### src/rtl/control_sequencer.sv
// Hardwired fetch/decode/execute sequencer for the single-bus Datapath2.
// One state per clock; strobes are registered decodes of the next state.
module control_sequencer #(
  parameter logic [4:0] ALU_ADD = 5'd2,
  parameter logic [4:0] ALU_INC = 5'd12
) (
  input  logic        clk,
  input  logic        clr,
  input  logic [31:0] IR,
  input  logic        ConOtp,
  input  logic        mem_ready,
  output logic        PCout,
  output logic        Zlowout,
  output logic        MDRout,
  output logic        BAout,
  output logic        Cout,
  output logic        Rout,
  output logic        MARin,
  output logic        Zin,
  output logic        PCin,
  output logic        MDRin,
  output logic        IRin,
  output logic        Yin,
  output logic        Rin,
  output logic        CONin,
  output logic        Gra,
  output logic        Grb,
  output logic        Grc,
  output logic        Read,
  output logic        Write,
  output logic [4:0]  OpCode,
  output logic        run,
  output logic        illegal
);

  localparam logic [4:0] OP_LD   = 5'd0;
  localparam logic [4:0] OP_LDI  = 5'd1;
  localparam logic [4:0] OP_ST   = 5'd2;
  localparam logic [4:0] OP_BR   = 5'd19;
  localparam logic [4:0] OP_NOP  = 5'd26;
  localparam logic [4:0] OP_HALT = 5'd27;

  typedef enum logic [4:0] {
    S_RESET, S_T0, S_T1, S_T2, S_T3, S_DEC,
    S_R1, S_R2, S_R3,
    S_LDI1, S_LDI2, S_LDI3,
    S_LD1, S_LD2, S_LD3, S_LD4, S_LD5,
    S_ST1, S_ST2, S_ST3, S_ST4, S_ST5,
    S_B1, S_B2, S_B3, S_B4T, S_B4N,
    S_HALT
  } state_t;

  typedef struct packed {
    logic       pc_out;
    logic       zlow_out;
    logic       mdr_out;
    logic       ba_out;
    logic       c_out;
    logic       r_out;
    logic       mar_in;
    logic       z_in;
    logic       pc_in;
    logic       mdr_in;
    logic       ir_in;
    logic       y_in;
    logic       r_in;
    logic       con_in;
    logic       gra;
    logic       grb;
    logic       grc;
    logic       rd;
    logic       wr;
    logic [4:0] op;
    logic       run;
  } ctrl_t;

  state_t     state;
  state_t     state_nxt;
  ctrl_t      ctrl_q;
  logic [4:0] opcode;
  logic       unused_ir_bits;

  assign opcode         = IR[31:27];
  assign unused_ir_bits = ^IR[26:0];

  function automatic logic is_defined(input logic [4:0] op);
    return (op <= 5'd11) || (op == OP_BR) || (op == OP_NOP) || (op == OP_HALT);
  endfunction

  function automatic state_t next_state(input state_t s, input logic [4:0] op,
                                        input logic rdy, input logic con);
    state_t n;
    // NOTE: every path assigns n before any branch so no storage is implied.
    n = s;
    case (s)
      S_RESET: n = S_T0;
      S_T0:    n = S_T1;
      S_T1:    n = S_T2;
      S_T2:    n = rdy ? S_T3 : S_T2;
      S_T3:    n = S_DEC;
      S_DEC: begin
        if (op == OP_LD)                     n = S_LD1;
        else if (op == OP_LDI)               n = S_LDI1;
        else if (op == OP_ST)                n = S_ST1;
        else if (op >= 5'd3 && op <= 5'd11)  n = S_R1;
        else if (op == OP_BR)                n = S_B1;
        else if (op == OP_HALT)              n = S_HALT;
        else                                 n = S_T0;
      end
      S_R1:   n = S_R2;
      S_R2:   n = S_R3;
      S_LDI1: n = S_LDI2;
      S_LDI2: n = S_LDI3;
      S_LD1:  n = S_LD2;
      S_LD2:  n = S_LD3;
      S_LD3:  n = S_LD4;
      S_LD4:  n = rdy ? S_LD5 : S_LD4;
      S_ST1:  n = S_ST2;
      S_ST2:  n = S_ST3;
      S_ST3:  n = S_ST4;
      S_ST4:  n = S_ST5;
      S_ST5:  n = rdy ? S_T0 : S_ST5;
      S_B1:   n = S_B2;
      S_B2:   n = S_B3;
      // CON was latched two states ago, so ConOtp is settled here.
      S_B3:   n = con ? S_B4T : S_B4N;
      S_HALT: n = S_HALT;
      S_R3, S_LDI3, S_LD5, S_B4T, S_B4N: n = S_T0;
      default: n = S_RESET;
    endcase
    return n;
  endfunction

  function automatic ctrl_t decode(input state_t s, input logic [4:0] op);
    ctrl_t c;
    c     = '0;
    c.run = (s != S_RESET) && (s != S_HALT);
    case (s)
      S_T0:          begin c.pc_out = 1'b1; c.mar_in = 1'b1; c.z_in = 1'b1; c.op = ALU_INC; end
      S_T1, S_B4T:   begin c.zlow_out = 1'b1; c.pc_in = 1'b1; end
      S_T2, S_LD4:   begin c.rd = 1'b1; c.mdr_in = 1'b1; end
      S_T3:          begin c.mdr_out = 1'b1; c.ir_in = 1'b1; end
      S_R1:          begin c.grb = 1'b1; c.r_out = 1'b1; c.y_in = 1'b1; end
      S_R2:          begin c.grc = 1'b1; c.r_out = 1'b1; c.z_in = 1'b1; c.op = op; end
      S_R3, S_LDI3:  begin c.zlow_out = 1'b1; c.gra = 1'b1; c.r_in = 1'b1; end
      S_LDI1, S_LD1, S_ST1:
                     begin c.grb = 1'b1; c.ba_out = 1'b1; c.y_in = 1'b1; end
      S_LDI2, S_LD2, S_ST2, S_B3:
                     begin c.c_out = 1'b1; c.z_in = 1'b1; c.op = ALU_ADD; end
      S_LD3, S_ST3:  begin c.zlow_out = 1'b1; c.mar_in = 1'b1; end
      S_LD5:         begin c.mdr_out = 1'b1; c.gra = 1'b1; c.r_in = 1'b1; end
      S_ST4:         begin c.gra = 1'b1; c.r_out = 1'b1; c.mdr_in = 1'b1; end
      S_ST5:         c.wr = 1'b1;
      S_B1:          begin c.gra = 1'b1; c.r_out = 1'b1; c.con_in = 1'b1; end
      S_B2:          begin c.pc_out = 1'b1; c.y_in = 1'b1; end
      default:       ;
    endcase
    return c;
  endfunction

  assign state_nxt = next_state(state, opcode, mem_ready, ConOtp);

  // NOTE: state and strobe registers use non-blocking assignment so every
  // register samples pre-edge values regardless of statement order.
  always_ff @(posedge clk or negedge clr) begin
    if (!clr) begin
      state  <= S_RESET;
      ctrl_q <= '0;
    end else begin
      state  <= state_nxt;
      ctrl_q <= decode(state_nxt, opcode);
    end
  end

  assign PCout   = ctrl_q.pc_out;
  assign Zlowout = ctrl_q.zlow_out;
  assign MDRout  = ctrl_q.mdr_out;
  assign BAout   = ctrl_q.ba_out;
  assign Cout    = ctrl_q.c_out;
  assign Rout    = ctrl_q.r_out;
  assign MARin   = ctrl_q.mar_in;
  assign Zin     = ctrl_q.z_in;
  assign PCin    = ctrl_q.pc_in;
  assign MDRin   = ctrl_q.mdr_in;
  assign IRin    = ctrl_q.ir_in;
  assign Yin     = ctrl_q.y_in;
  assign Rin     = ctrl_q.r_in;
  assign CONin   = ctrl_q.con_in;
  assign Gra     = ctrl_q.gra;
  assign Grb     = ctrl_q.grb;
  assign Grc     = ctrl_q.grc;
  assign Read    = ctrl_q.rd;
  assign Write   = ctrl_q.wr;
  assign OpCode  = ctrl_q.op;
  assign run     = ctrl_q.run;

  // IR is only valid once DEC is entered, so this flag reads it directly.
  assign illegal = (state == S_DEC) && !is_defined(opcode);

endmodule

### config.mk
export PLATFORM = sky130hd
export DESIGN_NAME = control_sequencer
export DESIGN_NICKNAME = d
export VERILOG_FILES = /design/src/rtl/control_sequencer.sv
export SDC_FILE = /design/constraint.sdc
export NUM_CORES = 1
export LEC_CHECK = 0
export CAP_MARGIN = 20
export CORE_UTILIZATION = 40
export CTS_CLUSTER_DIAMETER = 60
export DETAILED_ROUTE_END_ITERATION = 10
export GPL_TIMING_DRIVEN = 0
export PLACE_DENSITY = 0.69
export SYNTH_ARGS = -nofsm -noshare
export SYNTH_HDL_FRONTEND = slang
export SYNTH_SLANG_ARGS = --single-unit
### constraint.sdc
create_clock -name clk -period 3.5 [get_ports clk]
set_clock_uncertainty 0.15 [all_clocks]
set_input_delay 0.7 -clock clk [delete_from_list [all_inputs] [get_ports clk]]
set_output_delay 0.7 -clock clk [all_outputs]
set_load 0.005 [all_outputs]
Word-level counts from Yosys, hierarchy flattened
Index checks and enable logic that the tools add are counted.
{"block": "totals", "register_bits": 30, "out_inout_bits": 26, "elab_cells": 138}
{"block": "op_classes", "order_cmp": 2, "eq_ne": 57, "n_mux": 31, "reduce_logical": 26}
{"operator": "$eq 5x5->1 const B", "n": 25}
{"operator": "$pmux 5 s23", "n": 1}
{"operator": "$eq 5x4->1 const B", "n": 16}
{"operator": "$mux 5", "n": 8}
{"operator": "$eq 5x3->1 const B", "n": 7}
{"operator": "$eq 5x2->1 const B", "n": 5}
{"operator": "$mux 1", "n": 19}
{"operator": "$reduce_or 6->1", "n": 3}
{"operator": "$eq 5x1->1 const B", "n": 3}
{"operator": "$pmux 5 s3", "n": 1}
{"operator": "$reduce_or 3->1", "n": 4}
{"operator": "$reduce_or 4->1", "n": 3}
{"operator": "$logic_not 5->1", "n": 2}
{"operator": "$reduce_or 5->1", "n": 2}
{"operator": "$reduce_or 2->1", "n": 4}
{"operator": "$ge 5x2->1 const B", "n": 1}
{"operator": "$le 5x4->1 const B", "n": 1}
{"operator": "$ne 5x5->1 const B", "n": 1}
{"operator": "$reduce_bool 5->1", "n": 1}
{"operator": "$logic_and 1x1->1", "n": 3}
{"operator": "$logic_or 1x1->1", "n": 3}
{"operator": "$mux 3", "n": 1}
{"operator": "$mux 2", "n": 1}
{"operator": "$logic_not 1->1", "n": 1}

Longest topological paths before layout
{"block": "logic_depth", "word_depth": 11, "ltp_mapped": 10, "mapped_depth_nobuf": 8}

Least setup slack after synthesis
OpenSTA, ideal clock, no wires.
{"block": "synth_path", "path_kind": "in2reg", "startpoint": "in IR[31]", "endpoint": "reg ctrl_q, in the netlist Zin", "setup_time_ns": 0.132, "arrival_ns": 2.427, "required_ns": 3.218, "slack_ns": 0.791, "path_stages": 8, "path_buffers": 1, "cell_sequence": "clkbuf_1 nor3_1 a21oi_1 or4b_4 nand3_4 xnor2_1 o32ai_4 or3b_1"}
{"block": "synth_via", "elab_chain_cells": 11, "elab_cells_between_ends": 23, "classes_between": "2 x order compare; 10 x eq/ne; 8 x mux; 3 x reduce/logical"}
{"item": "from (decl)", "line_no": "9", "text": "input logic [31:0] IR,"}
{"item": "branches (longest 6 deep; another with $ge 5x2->1)"}
{"item": "$mux 5 *", "line_no": "102", "text": "if (op == OP_LD) n = S_LD1;"}
{"item": "$pmux 5 s23 *", "line_no": "95", "text": "case (s)"}
{"item": "named net state_nxt[4]", "line_no": "78", "text": "state_t state_nxt;"}
{"item": "$eq 5x4->1 (tied with other cells)", "line_no": "138", "text": "case (s)"}
{"item": "$reduce_or 6->1 (no source line) *"}
{"item": "$mux 1 *", "line_no": "138"}
{"item": "to (signal assigned)", "line_no": "171", "text": "ctrl_q <= decode(state_nxt, opcode);"}
{"item": "to (decl)", "line_no": "79", "text": "ctrl_t ctrl_q;"}
Mark *: on every way through the listed nets, which the timed path passes.

Worst setup path in the final report
{"block": "layout_path", "startpoint": "in IR[29]", "endpoint": "reg ctrl_q, in the netlist Zin"}
{"block": "layout_via", "elab_cells_between_ends": 23, "classes_between": "2 x order compare; 10 x eq/ne; 8 x mux; 3 x reduce/logical"}
{"item": "$ge 5x2->1 (tied with other cells)", "line_no": "105", "text": "else if (op >= 5'd3 && op <= 5'd11) n = S_R1;"}
{"item": "$logic_and 1x1->1 / $mux 5 (equally long branches)", "line_no": "105, 106"}
{"item": "$mux 5", "line_no": "105"}
{"item": "$mux 5", "line_no": "104", "text": "else if (op == OP_ST) n = S_ST1;"}
{"item": "$mux 5", "line_no": "103", "text": "else if (op == OP_LDI) n = S_LDI1;"}
{"item": "$mux 5 *", "line_no": "102"}
{"item": "$pmux 5 s23 *", "line_no": "95"}
{"item": "named net state_nxt[0]", "line_no": "78"}
{"item": "$eq 5x4->1 (tied with other cells)", "line_no": "138"}
{"item": "$reduce_or 6->1 (no source line) *"}
{"item": "$mux 1 *", "line_no": "138"}
The timed path passes the listed nets; every way through them passes the cells marked *.

==> impl_metrics.ini <==
[routing]
first_pass_iters = 4
ant_nets = 0
wl_met2_um = 1850
wl_met1_um = 1670
vias = 1512
drt_iter0_drc = 111
drc = 0
post_drt_wl_per_cell_um = 14.1
vias_per_cell = 5.56
highest_layer = met4
wl_met3_um = 205
drt-total-wl_um = 3830

[synth]
synth_cell_type_count = 54
synth-compound-area-share_pct = 20.1
synthSimpleGateAreaFrac_pct = 25.7
synth_largest_area_cell = dfrtp_1
synth-seq-area-share_pct = 44.5
synth_fa_ha_area_share_pct = 0.593
synth.area.mux_share_pct = 0.593
async_reset_ff_share_pct = 100
synth-xor-area-share_pct = 2.60
synthCells = 181
synth_top_area_share_pct = 44.5
synth_edf_count = 0
syn_area_sq_um = 1690
synth_top_family_by_area = simple AND/OR/NAND/NOR gates
synth_ff_type = dfrtp_1
yosysMostFrequentCell = dfrtp_1
ys_warn_count = 0
synth_nets = 217
avgSynthCellArea_sq_um = 9.32
synth_area_leaders = dfrtp_1 (45%), nand2b_1 (3.3%), nand2_1 (3.1%), a21oi_1 (3.0%), nor3_1 (3.0%)
synth_commonest_cells = dfrtp_1 (30), nand2_1 (14), nor2_1 (12), a21oi_1 (10), nor3_1 (10)
synth-seq-cells = 30

[power]
p_per_area_nw_per_um2 = 895
total_power_uw = 1960
power.leakage_uw = 0.000939
peakVddDrop_v = 0.000331

[floorplan]
die_y_um = 66.9
core_area_sq_um = 4030
start_util_pct = 41.9
die_x_um = 66.9
rows = 23
ios = 62
dieArea_sq_um = 4480

[timing]
layout_min_cycle_time_ps = 3020
tns_ps = 0
worst_slew_pin_slew_ps = 781
fmax_mhz = 331
fin_crit_sh_pct = 86.3
slew_viol_final = 0
holdWs_ps = 620
hold_violations = 0
setup_viol = 0
relSlewSlack_pct = 47.5
rsz0062_at_grt = false

[clock_tree]
cts_hold_buf = 0
cts.repair.resized = 0
post-cts-setup-buffers = 0
ctsLongestPathBuffers = 2
cts-buffers-inserted = 5
cts_max_level = 2
cts_num_sinks = 30
cts_tree = yes
clkTransAtPathRegs_ps = 60
root_buffer = clkbuf_8
clock_latency_ps = 280

[cells_and_area]
multi_input_area_sq_um = 837
syn_to_final_growth_pct = 29.7
finalNonFillerCells = 272
fillCellCount = 379
drive_above_1_share_pct = 10.8
antenna_cells = 0
regArea_sq_um = 751
nets = 257
finalInstanceArea_sq_um = 2190

[global_route]
grt_max_degree = 22
grt_pass1_vias = 1343
grt_first_pass_wirelength_um = 6440
grt_use_total_pct = 19.7
globalRouteOverflowTotal = 0
antenna_found_initial = 0

[placement]
dp.final_hpwl_um = 2740
portBuffers = 32
dp.cells = 264
gp_congestion = 0.888
placed_area_sq_um = 2100

[worst_setup_path]
criticalPathCategory = in2reg
critPathRequiredTime_ps = 3510
worst-path-max-fanout = 10
cp.arrival_ps = 3030
cp-end-kind = flip-flop
r2r-start = state[3]
crit_start = IR[29]
worstSetupStartpointType = input port

[min_path]
worstHoldPathType = in2async

[job]
drv_cap = 0

[run_status]
status = completed
==> final timing paths <==
path | to | slack [ps] | depth (start not counted)
max | Zin | 480 | 8
min reg2reg | PCout | 640 | 4
max reg2reg | Zin | 700 | 9
min in group clk | PCout | 640 | 4
max in group asynchronous | Zin | 2100 | 2
min | MDRout | 620 | 1
==> per-layer routing <==
layer  vias up  GRT usage (%)
met5         -              0
met4         0           13.3
met3        10           4.28
met2        64           28.2
met1       713           26.2
li1        725              -
==> per-stage QoR <==
step | utilization [%] | setup WS, ps
3_3_place_gp | 51.4 | 202
5_1_grt | 54.3 | 313
6_report | 54.3 | 478
3_5_place_dp | 52.0 | 187
2_1_floorplan | - | 791
4_1_cts | 54.3 | 494
==> kinds of logic (layout without fill, tap and decap cells) <==
kind of cell    count (synthesis)  in the layout
compound gates                 47             47
xor+xnor                        5              5
fa+ha+maj                       1              1
buf+inv                        21             62
flops                          30             30
mux                             1              1
simple gates                   76             76
==> area by class of cell <==
type | count | share of cell area, %
buffer | 16 | 3.66
clock buffer | 7 | 3.95
clock inverter | 1 | 0.229
inverter | 5 | 0.858
multi-input combinational | 130 | 38.3
sequential | 30 | 34.3
tap | 50 | 2.86
timing repair buffer | 33 | 15.9
==> cell usage in the layout (no fill, tap or decap), types with 2 or more instances in the layout <==
| master | count |
|---|---|
| a31oi_1 | 3 |
| o211ai_1 | 6 |
| clkbuf_1 | 6 |
| xnor2_1 | 4 |
| a21oi_1 | 10 |
| buf_2 | 7 |
| and2_1 | 3 |
| o21bai_1 | 2 |
| nand2b_1 | 9 |
| nor4_1 | 2 |
| clkdlybuf4s50_1 | 32 |
| nor3_1 | 10 |
| nor3b_1 | 2 |
| nor2b_1 | 2 |
| nand3b_1 | 2 |
| a21o_1 | 3 |
| o21ai_0 | 9 |
| inv_1 | 4 |
| buf_1 | 2 |
| dfrtp_1 | 30 |
| nor2_1 | 12 |
| nand3_1 | 7 |
| nand2_1 | 14 |
| clkbuf_8 | 6 |
| nand4_1 | 2 |
==> worst max-delay path: stages <==
cell,delay [ps]
clkdlybuf4s50_1,640
nand3b_1,170
a21oi_1,70
a21oi_1,210
a221o_1,210
clkbuf_1,440
o32ai_4,180
or3b_1,400
==> power by group <==
group | internal [uW] | switching, uW
sequential | 451 | 25.4
combinational | 512 | 686
clock | 158 | 125
total | 1120 | 837
No activity file was read; power rests on OpenSTA's default activity.
